===== src/rtl/pipe_ctrl_pkg.sv =====
// Shared stall codes, controller state encodings and stall-vector helpers for pipe_ctrl.
`default_nettype none
package pipe_ctrl_pkg;

  localparam logic [1:0] STALL_NEXT = 2'b00;
  localparam logic [1:0] STALL_KEEP = 2'b01;
  localparam logic [1:0] STALL_ZERO = 2'b10;

  localparam int REG_BUS = 64;

  localparam logic [0:0] PCTL_RUN   = 1'b0;
  localparam logic [0:0] PCTL_DRAIN = 1'b1;

  typedef struct packed {
    logic [1:0] pc;
    logic [1:0] if_id;
    logic [1:0] id_ex;
    logic [1:0] ex_me;
    logic [1:0] me_wb;
  } stall_vec_t;

  function automatic stall_vec_t stall_all(input logic [1:0] code);
    stall_vec_t v;
    v.pc    = code;
    v.if_id = code;
    v.id_ex = code;
    v.ex_me = code;
    v.me_wb = code;
    return v;
  endfunction

endpackage
`default_nettype wire


===== src/rtl/pipe_watchdog.sv =====
// Counts consecutive busy cycles and raises a sticky hang flag on the TIMEOUT-th one.
`default_nettype none
module pipe_watchdog #(
  parameter int TIMEOUT = 1024
) (
  input  logic clk,
  input  logic rst,
  input  logic busy,
  output logic hang_err
);

  localparam int W = (TIMEOUT > 1) ? $clog2(TIMEOUT) : 1;
  localparam logic [W-1:0] LAST = W'(TIMEOUT - 1);

  logic [W-1:0] cnt_q, cnt_d;
  logic         hang_q, hang_d;

  // The counter parks at LAST so a long stall never wraps back to zero.
  always_comb begin
    cnt_d  = cnt_q;
    hang_d = hang_q;
    if (busy) begin
      if (cnt_q != LAST) cnt_d = cnt_q + W'(1);
      if (cnt_q == LAST) hang_d = 1'b1;
    end else begin
      cnt_d = '0;
    end
  end

  always_ff @(posedge clk) begin
    if (rst) begin
      cnt_q  <= '0;
      hang_q <= 1'b0;
    end else begin
      cnt_q  <= cnt_d;
      hang_q <= hang_d;
    end
  end

  assign hang_err = hang_q;

endmodule
`default_nettype wire


===== src/rtl/pipe_ctrl.sv =====
// Pipeline hazard/stall controller: arbitrates memory wait, redirect, load-use and fetch wait.
`default_nettype none
module pipe_ctrl
  import pipe_ctrl_pkg::*;
#(
  parameter int TIMEOUT = 1024,
  parameter int CNT_W   = 32
) (
  input  logic               clk,
  input  logic               rst,
  input  logic               if_busy,
  input  logic               mem_busy,
  input  logic               id_load_use,
  input  logic               ex_redirect,
  input  logic [REG_BUS-1:0] ex_redirect_target,
  output logic [1:0]         stall_pc,
  output logic [1:0]         stall_if_id,
  output logic [1:0]         stall_id_ex,
  output logic [1:0]         stall_ex_me,
  output logic [1:0]         stall_me_wb,
  output logic               pc_redirect,
  output logic [REG_BUS-1:0] pc_redirect_target,
  output logic               hang_err,
  output logic [CNT_W-1:0]   stall_cycles
);

  logic [0:0]         state_q, state_d;
  logic [REG_BUS-1:0] pend_q, pend_d;
  logic [CNT_W-1:0]   cnt_q;
  stall_vec_t         stall;

  always_ff @(posedge clk) begin
    if (rst) begin
      state_q <= PCTL_RUN;
      pend_q  <= '0;
    end else begin
      state_q <= state_d;
      pend_q  <= pend_d;
    end
  end

  always_comb begin
    state_d = state_q;
    pend_d  = pend_q;
    if (!mem_busy) begin
      if (state_q == PCTL_DRAIN) begin
        if (!if_busy) state_d = PCTL_RUN;
      end else if (ex_redirect && if_busy) begin
        state_d = PCTL_DRAIN;
        pend_d  = ex_redirect_target;
      end
    end
  end

  always_comb begin
    stall              = stall_all(STALL_NEXT);
    pc_redirect        = 1'b0;
    pc_redirect_target = '0;
    if (rst) begin
      stall = stall_all(STALL_ZERO);
    end else if (mem_busy) begin
      // EX stays frozen, so a concurrent redirect is simply re-presented later.
      stall       = stall_all(STALL_KEEP);
      stall.me_wb = STALL_ZERO;
    end else if (state_q == PCTL_DRAIN) begin
      stall.if_id = STALL_ZERO;
      stall.id_ex = STALL_ZERO;
      if (if_busy) begin
        stall.pc = STALL_KEEP;
      end else begin
        pc_redirect        = 1'b1;
        pc_redirect_target = pend_q;
      end
    end else if (ex_redirect) begin
      stall.if_id = STALL_ZERO;
      stall.id_ex = STALL_ZERO;
      if (if_busy) begin
        stall.pc = STALL_KEEP;
      end else begin
        pc_redirect        = 1'b1;
        pc_redirect_target = ex_redirect_target;
      end
    end else if (id_load_use) begin
      stall.pc    = STALL_KEEP;
      stall.if_id = STALL_KEEP;
      stall.id_ex = STALL_ZERO;
    end else if (if_busy) begin
      stall.pc    = STALL_KEEP;
      stall.if_id = STALL_ZERO;
    end
  end

  assign stall_pc    = stall.pc;
  assign stall_if_id = stall.if_id;
  assign stall_id_ex = stall.id_ex;
  assign stall_ex_me = stall.ex_me;
  assign stall_me_wb = stall.me_wb;

  always_ff @(posedge clk) begin
    if (rst) begin
      cnt_q <= '0;
    end else if (stall.pc != STALL_NEXT) begin
      cnt_q <= cnt_q + CNT_W'(1);
    end
  end

  assign stall_cycles = cnt_q;

  pipe_watchdog #(
    .TIMEOUT (TIMEOUT)
  ) u_watchdog (
    .clk      (clk),
    .rst      (rst),
    .busy     (if_busy | mem_busy),
    .hang_err (hang_err)
  );

endmodule
`default_nettype wire


===== config.mk =====
export PLATFORM = sky130hd
export DESIGN_NAME = pipe_ctrl
export DESIGN_NICKNAME = d
export VERILOG_FILES = /design/src/rtl/pipe_ctrl_pkg.sv /design/src/rtl/pipe_watchdog.sv /design/src/rtl/pipe_ctrl.sv
export SDC_FILE = /design/constraint.sdc
export NUM_CORES = 1
export LEC_CHECK = 0
export CORE_ASPECT_RATIO = 1.1
export CORE_UTILIZATION = 46
export DETAILED_ROUTE_END_ITERATION = 8
export PLACE_DENSITY = 0.8
export SYNTH_ARGS = -nofsm -noshare
export SYNTH_HDL_FRONTEND = slang
export SYNTH_HIERARCHICAL = 1
export SYNTH_SLANG_ARGS = --single-unit

===== constraint.sdc =====
create_clock -name clk -period 2.2 [get_ports clk]
set_input_delay 0.33 -clock clk [delete_from_list [all_inputs] [get_ports clk]]
set_output_delay 0.33 -clock clk [all_outputs]
set_load 0.02 [all_outputs]

==> key figures <==
Clock tree
  – CTS sink cnt: 108
  – CTS Root Cell: clkbuf_16
  – H-tree depth: 3
  – CTS Buffer Depth: 2
  – CTS tree: built
  – Clock slew at reported path FFs: 0.06 ns
  – CTS Buf Count: 9
  – Skew-Pair Late Insertion Delay: 0.34 ns
  – CTS Hold Bufs: 0

Layout
  – Fillers: 988
  – Net count, final: 944
  – Area growth, synth to finish: 40.0%
  – Commonest non-fill, non-tap cell in the layout: nand2_1
  – Layout cell share with drive strength beyond 1: 16.1%
  – Area of the multi-input gates: 2960 um2
  – Most frequent cells in the layout: 142 x nand2_1, 107 x dfxtp_1, 102 x clkdlybuf4s50_1, 89 x a21oi_1, 77 x nor2_1
  – Antenna cells: 0
  – FF+latch area: 2170 um2

Drt
  – DRT iter0 DRCs: 405
  – Drt total wl: 17,400 um
  – Via count: 5,900
  – Detailed Routing Iterations Pass 1: 5
  – Wirelength per Cell: 16.9 um
  – DRC Markers: 0
  – Final ANT Viol Nets: 0
  – Avg Vias per Cell: 5.74

Yosys
  – Post-Syn Area per Cell: 7.65 um2
  – Synth Area in Simple Gates: 26.4%
  – Cell taking the most area after synthesis: dfxtp_1
  – Synth cell types: 51
  – Synth area leaders: dfxtp_1 40%, nand2_1 9.9%, a21oi_1 8.4%, a22oi_1 8.2%, nor2_1 5.4%
  – Top cell type's share of synthesized area: 40.0%
  – Post-Synthesis Cell Area: 5400 um2
  – Syn Nets: 778
  – Syn Inst Count: 706
  – Compound-Gate Fraction of Synth Area: 24.6%
  – Xor/xnor share of the synthesized area: 1.46%
  – Post-Synth Adder-Cell Area: 0.463%
  – Sequential share of the synthesized area: 40.0%
  – Async set-reset flop share out of synthesis: 0%
  – Post-synth EDFFs: 0
  – Largest family of logic cells by synthesized area: simple AND/OR/NAND/NOR gates
  – Yosys warnings: 6
  – Synthesis-stage register bit count: 108
  – Top FF cell, synth: dfxtp_1
  – Mux contribution to synthesized area: 0.997%

Setup path
  – R2R Path Start: stall_cycles[13]
  – Worst Setup Start Kind: input port
  – Crit path max fanout: 30
  – Critical Path AT: 1.83 ns
  – R2R Setup Slk: 0.22 ns
  – Critical Path RT: 1.87 ns
  – Capturing point of the worst reg2reg path: stall_cycles[28]
  – Crit end category: output port
  – Critical path type: in2out
  – Reg2reg path depth: 4

STA
  – Count of pins over their slew limit: 0
  – Total negative setup slack: 0 ns
  – Hold WS: 0.382 ns
  – Final setup viols: 0
  – Fmax: 462 MHz
  – RSZ-0062 raised after global routing: no
  – Worst Clk Skew: 0.00951 ns
  – Fin. Hold Viols: 0
  – Final critical-path required period: 2.16 ns
  – Final Cycle Share: 98.3%

Worst hold path
  – Kind of path behind the tightest hold check: in2reg
  – Worst Hold Path EP: stall_cycles[9]
  – Worst hold path depth: 3
  – Hold Crit Start: rst

Die
  – Core Area: 11,400 um2
  – Row count: 41
  – Initial Util: 47.2%
  – Die Y: 116 um
  – Die span in x: 105 um
  – IO Pins: 178
  – DIE AREA: 12,200 um2

Flow run
  – Max-Cap Viols: 0

Pwr
  – Leak: 2.71 nW
  – Power Density: 563 nW/um2
  – Max VDD drop: 0.345 mV

Global routing
  – Vias in the first global route: 5,510
  – Pin count of the biggest net entering global routing: 65
  – Remaining global-route overflow: 0
  – Tot GR Track Use: 27.2%
  – First-pass GRT wire length: 26,600 um
  – Antenna violations before repair: 0

Place
  – I/O Buffers: 176
  – Placer congestion estimate: 0.838
  – Hpwl dp: 11,400 um

Run status
  – Status: finished, final reports clean
==> cell type report <==
cell class | instances | share of cell area [%]
clock inverters | 4 | 0.645
clock buffers | 12 | 3.26
repair buffers | 218 | 25.4
flip-flops and latches | 108 | 28.6
multi-input cells | 528 | 39.2
inverters | 7 | 0.348
well taps | 150 | 2.48
==> what timing repair did <==
item                       CTS  global route
setup endpoints to repair   70            41
buffers inserted             3             0
cloned                       3             1
pin swaps                    2             1
resized for setup          231            33
==> stage by stage <==
| step | std cells | power (mW) | util (%) | area, um2 | setup slack [ns] |
|---|---|---|---|---|---|
| after floorplan | 706 | 2.36 | - | 5400 | 0.163 |
| after global placement | 1004 | 2.66 | 64.8 | 7410 | -0.450 |
| after detailed placement | 1004 | 2.68 | 64.8 | 7410 | -0.429 |
| after CTS | 1026 | 4.28 | 66.9 | 7650 | 0.000157 |
| after global routing | 1027 | 4.42 | 66.1 | 7560 | 0.00759 |
| final | 1027 | 4.26 | 66.1 | 7560 | 0.0375 |
==> cell usage after synthesis, types with 3 or more instances <==
cell and number:
xnor2_1 3, and4_1 9, nor2_1 77, xor2_1 6
buf_4 6, a22oi_1 59, a31oi_1 3, or3_1 5
nor2b_1 5, o21ai_0 9, nand2_1 142, a21oi_1 91
or4_1 14, dfxtp_1 108, nand4_1 9, and3_1 5
o2111ai_1 5, buf_6 4, clkbuf_1 38, nand2b_1 4
o31ai_1 15, nand3_1 14, mux2_2 3, buf_2 7
a22o_1 6, and2_1 7, inv_1 7, buf_1 8
nor3_1 6, nor4_1 4
==> critical path, cell delays in order <==
cell and delay, ns:
clkdlybuf4s50_1 0.48, nor3b_4 0.19, buf_6 0.16, buf_12 0.19
a22oi_1 0.11, nor2_1 0.16, buf_2 0.19
==> layer usage <==
metal / routed length (um) / up-vias / track usage, % / share of wire, %
met5: 0 / - / 0 / 0
met4: 508 / 0 / 11.9 / 2.9
met3: 1250 / 43 / 4.84 / 7.2
met2: 8650 / 275 / 48.6 / 50
met1: 6970 / 2752 / 32.1 / 40
li1: - / 2830 / - / -
==> logic make-up (layout without fill, tap and decap cells) <==
kind of cell,Yosys count,count (layout)
and+or+nand+nor,309,309
AOI/OAI and AO/OA,202,202
DFF,108,108
buffers and inverters,70,241
xor gates and xnor gates,9,9
muxes,5,5
adders and majority gates,2,2
other,1,1
==> worst max-delay path by stage <==
stage / slack (ns) / from / depth (start not counted) / to
after floorplan: 0.16 / state_q / 7 / pc_redirect_target[48]
after global placement: -0.45 / ex_redirect / 6 / stall_pc[0]
after detailed placement: -0.43 / ex_redirect / 6 / pc_redirect_target[31]
after CTS: 0.0002 / ex_redirect / 7 / pc_redirect_target[42]
after global routing: 0.008 / ex_redirect / 7 / pc_redirect_target[20]
final: 0.04 / ex_redirect / 7 / pc_redirect_target[20]
==> where the power goes <==
group,leakage [nW],internal [mW],switching (mW)
combinational,1.69,0.291,0.323
clock,0.147,0.913,0.691
sequential,0.876,2.00,0.0348
==> flip-flops by register name (all words and copies together) (netlist names) <==
| register | cells |
|---|---|
| pend_q | 64 |
| state_q | 1 |
| u_watchdog/cnt_q | 10 |
| stall_cycles | 32 |
| u_watchdog/hang_err | 1 |
Note: power is estimated with default switching activity, not from simulation.
